`src/rtl/reg_write_arbiter.sv`:
```
// reg_write_arbiter: funnels register-file write requests from NREQ requesters
// onto the single register-file write port through one registered stage.
// Round-robin arbitration, optional core (requester 0) priority bounded by a
// starvation counter, a hardwired zero register at address 0, and per-address
// write protection that reserves selected addresses for the core.
//
// Ports:
//   clk, rst      clock, synchronous active-high reset
//   wr_stall      blocks all grants while high
//   req_valid     per-requester write request
//   req_ready     per-requester accept (combinational, one-hot or zero)
//   req_addr      packed addresses, requester i at [i*ADDR_W +: ADDR_W]
//   req_data      packed data, requester i at [i*DATA_W +: DATA_W]
//   write_en      register-file write strobe (registered)
//   wrData        register-file write address (registered, holds)
//   DataIn        register-file write data (registered, holds)
//   grant_id      requester behind the current write_en
//   err_pulse     one-cycle protected-address violation pulse
//   err_id        requester that caused the violation
module reg_write_arbiter #(
    parameter int unsigned NREQ          = 3,
    parameter int unsigned ADDR_W        = 4,
    parameter int unsigned DATA_W        = 16,
    parameter int unsigned CORE_PRIORITY = 1,
    parameter int unsigned STARVE_LIMIT  = 8,
    parameter logic [(2**ADDR_W)-1:0] PROT_MASK = '0
) (
    input  logic                     clk,
    input  logic                     rst,
    input  logic                     wr_stall,
    input  logic [NREQ-1:0]          req_valid,
    output logic [NREQ-1:0]          req_ready,
    input  logic [NREQ*ADDR_W-1:0]   req_addr,
    input  logic [NREQ*DATA_W-1:0]   req_data,
    output logic                     write_en,
    output logic [ADDR_W-1:0]        wrData,
    output logic [DATA_W-1:0]        DataIn,
    output logic [1:0]               grant_id,
    output logic                     err_pulse,
    output logic [1:0]               err_id
);

    localparam int unsigned ID_W  = 2;
    localparam int unsigned CNT_W = $clog2(STARVE_LIMIT + 1);

    logic [ID_W-1:0]   rr_last;
    logic [CNT_W-1:0]  starve_cnt;

    logic              others_valid;
    logic              starved;
    logic [NREQ-1:0]   elig;
    logic              grant_any;
    logic [ID_W-1:0]   grant_idx;
    logic [ID_W-1:0]   rr_idx;
    logic [ADDR_W-1:0] sel_addr;
    logic [DATA_W-1:0] sel_data;
    logic              sel_zero;
    logic              sel_prot;

    // Grant selection: core first (unless starving others), else round-robin
    // starting one past the last winner.
    always_comb begin : arb_comb
        others_valid = |req_valid[NREQ-1:1];
        starved      = (starve_cnt == CNT_W'(STARVE_LIMIT)) && others_valid;
        elig         = req_valid;
        grant_any    = 1'b0;
        grant_idx    = '0;
        rr_idx       = '0;
        // A starving core steps aside so round-robin covers 1..NREQ-1 only.
        if (CORE_PRIORITY != 0 && starved) begin
            elig[0] = 1'b0;
        end
        if (!rst && !wr_stall) begin
            if (CORE_PRIORITY != 0 && elig[0]) begin
                grant_any = 1'b1;
                grant_idx = '0;
            end else begin
                for (int unsigned k = 1; k <= NREQ; k++) begin
                    rr_idx = ID_W'((32'(rr_last) + k) % NREQ);
                    if (!grant_any && elig[rr_idx]) begin
                        grant_any = 1'b1;
                        grant_idx = rr_idx;
                    end
                end
            end
        end
    end

    // One-hot accept for the winner.
    always_comb begin : ready_comb
        req_ready = '0;
        if (grant_any) begin
            req_ready[grant_idx] = 1'b1;
        end
    end

    // Winner's address/data mux and write classification.
    always_comb begin : sel_comb
        sel_addr = '0;
        sel_data = '0;
        for (int unsigned i = 0; i < NREQ; i++) begin
            if (grant_idx == ID_W'(i)) begin
                sel_addr = req_addr[i*ADDR_W +: ADDR_W];
                sel_data = req_data[i*DATA_W +: DATA_W];
            end
        end
        sel_zero = (sel_addr == '0);
        sel_prot = PROT_MASK[sel_addr] && (grant_idx != '0);
    end

    // Round-robin pointer.
    always_ff @(posedge clk) begin
        if (rst) begin
            rr_last <= ID_W'(NREQ - 1);
        end else if (grant_any) begin
            rr_last <= grant_idx;
        end
    end

    // Consecutive core grants while someone else waits; frozen during stall.
    always_ff @(posedge clk) begin
        if (rst) begin
            starve_cnt <= '0;
        end else if (!wr_stall) begin
            if (!others_valid) begin
                starve_cnt <= '0;
            end else if (grant_any && grant_idx == '0) begin
                if (starve_cnt != CNT_W'(STARVE_LIMIT)) begin
                    starve_cnt <= starve_cnt + CNT_W'(1);
                end
            end else if (grant_any) begin
                starve_cnt <= '0;
            end
        end
    end

    // Registered write port; address 0 and protected writes are swallowed.
    always_ff @(posedge clk) begin
        if (rst) begin
            write_en  <= 1'b0;
            wrData    <= '0;
            DataIn    <= '0;
            grant_id  <= '0;
            err_pulse <= 1'b0;
            err_id    <= '0;
        end else begin
            write_en  <= 1'b0;
            err_pulse <= 1'b0;
            if (grant_any && !sel_zero) begin
                if (sel_prot) begin
                    err_pulse <= 1'b1;
                    err_id    <= grant_idx;
                end else begin
                    write_en <= 1'b1;
                    wrData   <= sel_addr;
                    DataIn   <= sel_data;
                    grant_id <= grant_idx;
                end
            end
        end
    end

endmodule
```
`config.mk`:
```
export PLATFORM = sky130hd
export DESIGN_NAME = reg_write_arbiter
export DESIGN_NICKNAME = d
export VERILOG_FILES = /design/src/rtl/reg_write_arbiter.sv
export SDC_FILE = /design/constraint.sdc
export NUM_CORES = 1
export LEC_CHECK = 0
export BUFFER_PORTS_ARGS = -buffer_cell sky130_fd_sc_hd__buf_4
export CORE_MARGIN = 1
export CORE_UTILIZATION = 50
export DETAILED_ROUTE_END_ITERATION = 12
export HOLD_SLACK_MARGIN = 0.05
export PLACE_DENSITY = 0.86
export SYNTH_ARGS = -nofsm -noshare
export SYNTH_HDL_FRONTEND = slang
export SYNTH_SLANG_ARGS = --single-unit
```
`constraint.sdc`:
```
create_clock -name clk -period 9.08 [get_ports clk]
set_clock_uncertainty 0.2 [all_clocks]
set_input_delay 1.362 -clock clk [delete_from_list [all_inputs] [get_ports clk]]
set_output_delay 1.362 -clock clk [all_outputs]
set_load 0.1 [all_outputs]
```
* Word level (Yosys, flattened, before mapping)
Memories as Yosys holds them, arrays and structs flattened. Cells that the tools add are included.
Word-level totals: register bits 32, bits in read-only memories 16, bits of input ports 66, logic and storage cells 89, memories 1
Memory list:
- (name not given) | words 16, bits a word 1, rd ports 1, clocked after Yosys merged registers in 0, wr ports 0, RTL line 108 | sel_prot = PROT_MASK[sel_addr] && (grant_idx != '0);
Operators by class: $add $sub $neg 4, divide/modulo/power cells 3, $lt $le $gt $ge 6, equal/unequal tests 6, muxes and demuxes 37, bitwise logic cells 3, reduce and logical (&&, ||, !) cells 21
Operators with widths (number):
- $mod A32 B2 Y32 const B | 3
- $mux W16 | 3
- $mux W4 | 7
- $mux W1 | 17
- $lt A2 B3 Y1 const B | 4
- $mux W2 | 5
- $logic_and A1 B1 Y1 | 8
- $add A2 B2 Y3 const B | 2
- $bmux W1 S2 | 3
- $logic_not A1 Y1 | 5
- $lt A4 B5 Y1 const B | 1
- $add A4 B1 Y4 const B | 1
- $eq A4 B4 Y1 const B | 1
- $logic_not A4 Y1 | 1
- $ne A4 B4 Y1 const B | 1
- $reduce_and A2 Y1 | 2
- $reduce_or A2 Y1 | 2
- $add A2 B1 Y3 const B | 1
- $mux W3 | 1
- $ne A3 B1 Y1 const B | 1
- $ne A3 B2 Y1 const B | 1
- $not A1 Y1 | 3
- $reduce_and A3 Y1 | 1
- $demux W1 S2 | 1
- 5 further kinds | 5

* Logic depth before layout (Yosys ltp)
Gate-level depths: netlist (run 1).
depth in word-level cells 27, mapped depth 12

* Worst setup path after synthesis (run 1)
No wires, ideal clock.
path kind in2out, from input port req_valid[1], to output port req_ready[0], arrival time 3.512 ns, setup slack 4.006 ns, stages 6, cells stage by stage or2_1 -> buf_2 -> a31oi_1 -> o31ai_1 -> clkbuf_1 -> nor2_1
On the way: longest elaborated chain between the ends 23
Ends and longest elaborated chain:
- from (decl) | RTL line 31 | input logic [NREQ-1:0] req_valid,
- $reduce_or A2 Y1 | RTL line 63 | others_valid = |req_valid[NREQ-1:1];
- $logic_and A1 B1 Y1 | RTL line 64 | starved = (starve_cnt == CNT_W'(STARVE_LIMIT)) && others_valid;
- $mux W1 | RTL line 70 | if (CORE_PRIORITY != 0 && starved) begin
- $bmux W1 S2 | RTL line 80 | if (!grant_any && elig[rr_idx]) begin
- $mux W1 (implied by the code) | RTL line 80
- $mux W1 | RTL line 80
- $mux W1 | RTL line 74 | if (CORE_PRIORITY != 0 && elig[0]) begin
- $mux W1 | RTL line 73 | if (!rst && !wr_stall) begin
- [... 7 more ...]
- $mux W2 | RTL line 80
- $mux W2 | RTL line 74
- $mux W2 | RTL line 73
- $lt A2 B3 Y1 (implied by the code) / $ge A2 B1 Y1 (equally long branches) | RTL line 93 | req_ready[grant_idx] = 1'b1;
- $logic_and A1 B1 Y1 (implied by the code) | RTL line 93
- $mux W1 (implied by the code) | RTL line 93
- $demux W1 S2 | RTL line 93
- $mux W3 * | RTL line 92 | if (grant_any) begin
- to (decl) | RTL line 32 | output logic [NREQ-1:0] req_ready,
Every way passes the cells marked *; elsewhere a longest branch is shown, timed or not. The select of a mux whose other input is x is not followed.

* Worst setup path after layout (run 1)
from input port rst, to output port req_ready[1]
On the way: longest elaborated chain between the ends 8
Ends and longest elaborated chain:
- from (decl) | RTL line 29 | input logic rst,
- $logic_not A1 Y1 * | RTL line 73
- $logic_and A1 B1 Y1 * | RTL line 73
- $mux W2 | RTL line 73
- $lt A2 B3 Y1 (implied by the code) / $ge A2 B1 Y1 (equally long branches) | RTL line 93
- $logic_and A1 B1 Y1 (implied by the code) | RTL line 93
- $mux W1 (implied by the code) | RTL line 93
- $demux W1 S2 | RTL line 93
- $mux W3 * | RTL line 92
Every way passes the cells marked *; elsewhere a longest branch is shown, timed or not.

==> results of run 1 <==
==> through the flow <==
step	cell area, um^2	instances	hold slack (ns)	setup WS [ns]	power (mW)
finish	2680	362	0.288	4.25	0.385
global placement	2590	354	0.265	4.31	0.282
floorplan	1940	230	0.267	4.01	0.244
CTS	2680	362	0.291	4.26	0.387
detailed placement	2590	354	0.281	4.27	0.284
global route	2680	362	0.317	4.17	0.402
==> worst reg2reg max path: stages (launching register included) <==
cell      delay, ns
dfxtp_1        0.39
inv_1          0.08
ha_1           0.37
a221oi_1       0.24
a31oi_1        0.10
o21ai_1        0.83
nand2b_1       0.19
a211oi_2       0.36
a21o_1         0.73
inv_2          0.16
mux2_1         0.35
==> power groups by stage <==
| stage | Sequential [mW] | Combinational, mW | Clock, mW |
|---|---|---|---|
| finish | 0.139 | 0.143 | 0.102 |
| global route | 0.140 | 0.151 | 0.110 |
| CTS | 0.139 | 0.143 | 0.105 |
| detailed placement | 0.142 | 0.142 | 0 |
| global placement | 0.142 | 0.140 | 0 |
| floorplan | 0.185 | 0.0593 | 0 |
==> per-layer routing <==
layer  share of wire  global-route usage  vias to the layer above
li1                -                   -                      976
met1            0.41               0.315                      938
met2            0.52               0.448                       56
met3           0.046              0.0500                       10
met4           0.016               0.106                        0
met5               0                   0                        -
==> flip-flops by register name, summed over array words and instances, names as in the netlist <==
signal	count
DataIn	16
write_en	1
wrData	4
starve_cnt	4
grant_id	2
rr_last	2
==> synth_stat cells, types with 2 or more instances <==
cell type | instances | area (um^2)
dfxtp_1 | 29 | 581
nand2_1 | 24 | 90.1
a21oi_1 | 21 | 105
a22oi_1 | 14 | 105
nor2b_1 | 14 | 87.6
nor2_1 | 12 | 45.0
clkbuf_1 | 8 | 30.0
nand2b_1 | 8 | 50.1
o21ai_0 | 8 | 40.0
mux2_4 | 7 | 105
mux2i_1 | 7 | 70.1
ha_1 | 6 | 75.1
inv_1 | 6 | 22.5
mux2_1 | 6 | 67.6
o21a_1 | 5 | 37.5
buf_4 | 4 | 30.0
nand3_1 | 4 | 20.0
a31oi_4 | 3 | 63.8
buf_6 | 3 | 33.8
nand4_1 | 3 | 18.8
o31ai_1 | 3 | 22.5
a31oi_1 | 2 | 12.5
and2_1 | 2 | 12.5
inv_2 | 2 | 7.51
nand3b_1 | 2 | 15.0
nor3_1 | 2 | 10.0
nor4_1 | 2 | 12.5
o21ai_1 | 2 | 10.0
o22ai_1 | 2 | 12.5
xor2_1 | 2 | 17.5
==> kinds of logic after synthesis <==
logic type               Yosys count  share of synthesized area
AND/OR/NAND/NOR                   79                      0.215
flip-flops                        29                      0.300
multiplexers                      20                      0.125
XOR/XNOR                           2                    0.00905
AO/OA/AOI/OAI                     67                      0.244
buffers and inverters             24                     0.0666
other                              1                    0.00194
adder cells (fa/ha/maj)            6                     0.0388
==> final timing paths <==
check | startpoint | endpoint | cells past startpoint
min | grant_id[1] | grant_id[1] | 2
max reg2reg | rr_last[0] | DataIn[10] | 10
min reg2reg | grant_id[1] | grant_id[1] | 2
max | rst | req_ready[1] | 6
==> cell type report <==
| class | count | area (um^2) | area share |
|---|---|---|---|
| multi-input cells | 177 | 1230 | 0.461 |
| repair buffers | 92 | 691 | 0.258 |
| flip-flops and latches | 29 | 581 | 0.217 |
| clock buffers | 6 | 72.6 | 0.0271 |
| well taps | 48 | 60.1 | 0.0224 |
| inverters | 8 | 30.0 | 0.0112 |
| clock inverters | 2 | 10.0 | 0.00374 |
==> results_dict.tcl, run 1 <==
set metrics [dict create \
    status "finished clean" \
    final_common_cell "buf_4" \
    p_int_uw 237 \
    drc_errors 0 \
    p_sw_uw 148 \
    ys_seq_elements 29 \
    cts_max_level 2 \
    clock-sinks 29 \
    sw_frac_of_total 0.384 \
    antenna_found_initial 0 \
    drtIter0Drc 135 \
    die_y_um 64.2 \
    fin_tns_setup_ns 0 \
    cap_violations 0 \
    netlist_area_um2 1940 \
    grt_pass1_wl_mm 8.29 \
    critPathBufInv 3 \
    layout_common_cells "buf_4 (92), dfxtp_1 (29), nand2_1 (24), a21oi_1 (21)" \
    fp.dieW_um 64.2 \
    fin_util 0.726 \
    initial_core_util 0.525 \
    synth_flop_cell "dfxtp_1" \
    slew_viol_final 0 \
    post-cts-setup-buffer-count 0 \
    core_area_um2 3690 \
    ys_async_sr_fraction 0 \
    worst_ep_arrival_time_ns 3.26 \
    slew_headroom 0.300 \
    io_buffers 91 \
    cts_tree "yes" \
    worst_pin_slew_ns 1.04 \
    wl_per_cell_um 14.7 \
    hold_path.class "reg -> reg" \
    fmax_mhz 207 \
    first_global_vias 1755 \
    wl_mm 5.31 \
    ir_worst_vdd_mv 0.116 \
    p_per_area_nw_per_um2 144 \
    crit_required_ns 7.52 \
    slowest_delay_ns 0.54 \
    dp_hpwl_mm 3.93 \
    gp_congestion 0.871 \
    num_rows 22 \
    cp-start-kind "primary input" \
    clock_path_buffers 2 \
    post_cts_resized 0 \
    slowest_stage "or3_1" \
    antenna_cells 0 \
    grt_usage 0.260 \
    post-route-min-period_ns 4.83 \
    rsz0062_at_grt "false" \
    synth_warnings 0 \
    crit_fanout 44 \
    vias 1980 \
    leakagePower_nw 1.27 \
    clock_latency_ns 0.28 \
    final_nets 385 \
    end_kind "primary output" \
    yosysSeqAreaShare 0.300 \
    die_area_um2 4120 \
    comb_power_share 0.372 \
    synth_edf_count 0 \
    drt-pass1-iter-count 4 \
    pwr-share-seq 0.362 \
    clk_pin_slew_ns 0.06 \
    drtAntennaViolNets 0 \
    viasPerCell 5.47 \
    r2r_setup_slack_ns 4.95 \
    root_buffer "clkbuf_8" \
    n_fill_cell 294 \
    hold_buffers 0 \
    setup.worst_path.class "in -> out" \
    grt.overflow.total 0 \
    finalCritPeriodShare 0.531 \
    crit_path_frequent_cell "buf_4" \
    cp_top_family "buffers and inverters" \
    io_pins 95 \
    hold_viol_final 0 \
    synth_cell_types 45 \
    synth_area_per_cell_um2 8.49 \
    critical_path.cell_chain "buf_4 -> nor3b_4 -> a31oi_4 -> or3_1 -> inv_2 -> buf_4" \
    grt_max_degree 45 \
    power_frac_clock 0.266 \
    cts_buffers 5 \
    syn_inst 228 \
    area_growth_pct 38.3 \
    drive_gt1_frac 0.366 \
    setup_viol 0 \
]
Power figures use the tool's default switching activity.
==> run 2: changes to the inputs <==
- ABC_AREA: default -> 1
- CORE_UTILIZATION: 50 -> 47
- PLACE_DENSITY: 0.86 -> 0.81
- clock period: 9.08 -> 4.63 ns (I/O delays scaled with it)
==> run 2 against run 1 <==
  * Sequential share of layout area is 0.65 points lower
  * Design area up 3.1%
  * Non-clock buffer count shrank 1
  * Cell count increased by 23%
  * Setup slack worse by 3.2 ns
  * Power increased by 120%
  * Core utilization is 5.0 points lower
  * Critical endpoint is now req_ready[0]
  * Synthesized area rose by 5.3%
  * Clock power increased by 92%
  * Critical path depth is 8 higher
==> results_dict.tcl, run 2 <==
set metrics [dict create \
    drc_errors 0 \
    synth_top_area_cell "dfxtp_1" \
    clock_path_buffers 2 \
    viasPerCell 5.00 \
    multiInputGateArea_um2 1250 \
    met2WireLength_mm 2.51 \
    clk_pin_slew_ns 0.06 \
    largest_reg_flops 16 \
    final_nets 465 \
    comb_power_share 0.441 \
    largest_register "DataIn" \
    fmax_mhz 281 \
    cap_violations 0 \
    grt.overflow.total 0 \
    finalCritPeriodShare 0.769 \
    netlist_area_um2 2040 \
    synth_flop_cell "dfxtp_1" \
    synth_area_per_cell_um2 6.60 \
    slew_viol_final 0 \
    cts_max_level 2 \
    yosysSeqAreaShare 0.285 \
    area_growth_pct 35.4 \
    leakagePower_nw 1.46 \
    synth_common_cells "nand2_1 (92), dfxtp_1 (29), nor2_1 (28), a21oi_1 (25)" \
    drive_gt1_frac 0.393 \
    reg.largest.list "DataIn: 16 flops, starve_cnt: 4 flops, wrData: 4 flops" \
    dp_hpwl_mm 4.30 \
    power_frac_clock 0.229 \
    setup_ws_ns 1.07 \
    r2r_setup_slack_ns 1.17 \
    synth_cell_types 25 \
    setup_viol 0 \
    slew_headroom 0.415 \
    yosysMostFrequentCell "nand2_1" \
    grt_max_degree 25 \
    grt_pass1_wl_mm 8.11 \
    hold_buffers 0 \
    vias 2222 \
    ir_worst_vdd_mv 0.228 \
    syn_inst 309 \
    clock_latency_ns 0.27 \
    grt_usage 0.238 \
    core_area_um2 4090 \
    p_sw_uw 375 \
    ys_async_sr_fraction 0 \
    cts_tree "yes" \
    hold_viol_final 0 \
    status "finished clean" \
    post-route-min-period_ns 3.56 \
    initial_core_util 0.499 \
    first_global_vias 1930 \
    r2r-start "rr_last[0]" \
    crit_required_ns 3.74 \
    timing.rr.end "wrData[2]" \
    p_per_area_nw_per_um2 311 \
    preCtsSetupSlack_ns 1.19 \
    num_rows 23 \
    gp_congestion 0.927 \
    die_y_um 67.9 \
    cp-start-kind "register" \
    sw_frac_of_total 0.436 \
    drtAntennaViolNets 0 \
    n_fill_cell 370 \
    antenna_found_initial 0 \
    hold_depth 2 \
    hold_path.class "reg -> reg" \
    pwr-share-seq 0.331 \
    slowest_delay_ns 0.38 \
    route.met3.wl_um 477 \
    io_buffers 91 \
    seqCellArea_um2 581 \
    highest_layer "met4" \
    ys_seq_elements 29 \
    wl_mm 5.45 \
    hp-start "starve_cnt[3]" \
    synth_edf_count 0 \
    end_kind "primary output" \
    root_buffer "clkbuf_8" \
    critical_path.cell_chain "inv_1 -> ha_1 -> nor2_1 -> nand2_1 -> nand2_1 -> inv_1 -> nand2_1 -> inv_2 -> nand3_2 -> nand3_2 -> nand2_2 -> nand2_1 -> nor2_1 -> buf_4" \
    fin_tns_setup_ns 0 \
    synth_warnings 0 \
    drtIter0Drc 79 \
    setup.worst_path.class "reg -> out" \
    antenna_cells 0 \
    drt-pass1-iter-count 5 \
    die_area_um2 4600 \
    slowest_stage "dfxtp_1" \
    layout_common_cells "nand2_1 (92), buf_4 (91), dfxtp_1 (29), nor2_1 (28), a21oi_1 (25)" \
    wl_met1_mm 2.37 \
    fp.dieW_um 67.9 \
    post-cts-setup-buffer-count 0 \
    crit_fanout 11 \
    crit_path_frequent_cell "nand2_1" \
    final_common_cell "nand2_1" \
    clock-sinks 29 \
    r2r_cells 21 \
    fin_util 0.675 \
    fin_cells 444 \
    post_cts_resized 0 \
    synth.top_cell.area_share 0.285 \
    p_int_uw 485 \
    io_pins 95 \
    cts_buffers 5 \
    rsz0062_at_grt "false" \
    worst_pin_slew_ns 0.876 \
    synth_area_leaders "dfxtp_1 (28%), nand2_1 (17%), nor2_2 (7.1%)" \
    worst_ep_arrival_time_ns 2.66 \
    hold_end "starve_cnt[3]" \
    dpl.cell_count 436 \
    wl_per_cell_um 12.3 \
]
[run 2: cell types whose count changed after synthesis, moves of 6 or more]
cell,previous run,this run
a22oi_1,14,0
nor2_2,0,23
nand3_1,4,23
inv_1,6,16
mux2_1,6,0
nand2b_1,8,0
nor2b_1,14,0
mux2_4,7,0
nand2_2,0,6
inv_2,2,9
nand2_1,24,92
nand3_2,0,14
nor2_1,12,28
mux2i_1,7,0
[run 2: worst max path at each step]
stage                            start            to  slack [ns]  cells after the start
after floorplan             rr_last[0]  req_ready[0]        0.79                     14
after global placement      rr_last[0]     wrData[2]        1.29                     21
after detailed placement  req_valid[2]     wrData[2]        1.19                     20
after CTS                   rr_last[0]  req_ready[0]        1.11                     14
after global routing        rr_last[0]     wrData[2]        0.89                     21
final                       rr_last[0]  req_ready[0]        1.07                     14
[run 2: critical path: cells and delay by family, from the launching register on]
| kind | cells | cell delay [ns] |
|---|---|---|
| adder cells (fa/ha/maj) | 1 | 0.38 |
| buffers and inverters | 4 | 0.53 |
| flip-flops | 1 | 0.38 |
| AND/OR/NAND/NOR | 9 | 1.10 |
[run 2: through the flow]
stage / hold WS, ns / instance area, um^2 / power [mW]
2_1_floorplan: 0.256 / 2050 / 0.575
3_3_place_gp: 0.264 / 2680 / 0.664
3_5_place_dp: 0.277 / 2680 / 0.667
4_1_cts: 0.287 / 2760 / 0.861
5_1_grt: 0.309 / 2760 / 0.902
6_report: 0.279 / 2760 / 0.859
[run 2: cell families (layout without fill, tap and decap cells)]
| group | Yosys count | in the layout | synth area share |
|---|---|---|---|
| AND/OR/NAND/NOR | 197 | 197 | 0.484 |
| buffers and inverters | 42 | 125 | 0.105 |
| AO/OA/AOI/OAI | 32 | 32 | 0.0786 |
| flip-flops | 29 | 29 | 0.285 |
| adder cells (fa/ha/maj) | 6 | 6 | 0.0368 |
| XOR/XNOR | 2 | 2 | 0.00860 |
| other | 1 | 3 | 0.00184 |
[run 2: power by group through the flow]
stage	logic, mW	clock network, mW	registers (mW)
after floorplan	0.165	0	0.409
after global placement	0.375	0	0.289
after detailed placement	0.378	0	0.290
after CTS	0.379	0.198	0.284
after global routing	0.404	0.212	0.286
final	0.379	0.196	0.284
[run 2: area by class of cell]
class	instances	area share
Clock buffer	6	0.0263
Timing Repair Buffer	91	0.248
Inverter	26	0.0363
Multi-Input combinational cell	240	0.453
Tap cell	50	0.0227
Sequential cell	29	0.210
Clock inverter	2	0.00363
[run 2: per-layer routing]
layer  global-route usage  vias up
li1                     -     1141
met1                0.278      967
met2                0.431      101
met3               0.0483       13
met4               0.0781        0
met5                    0        -
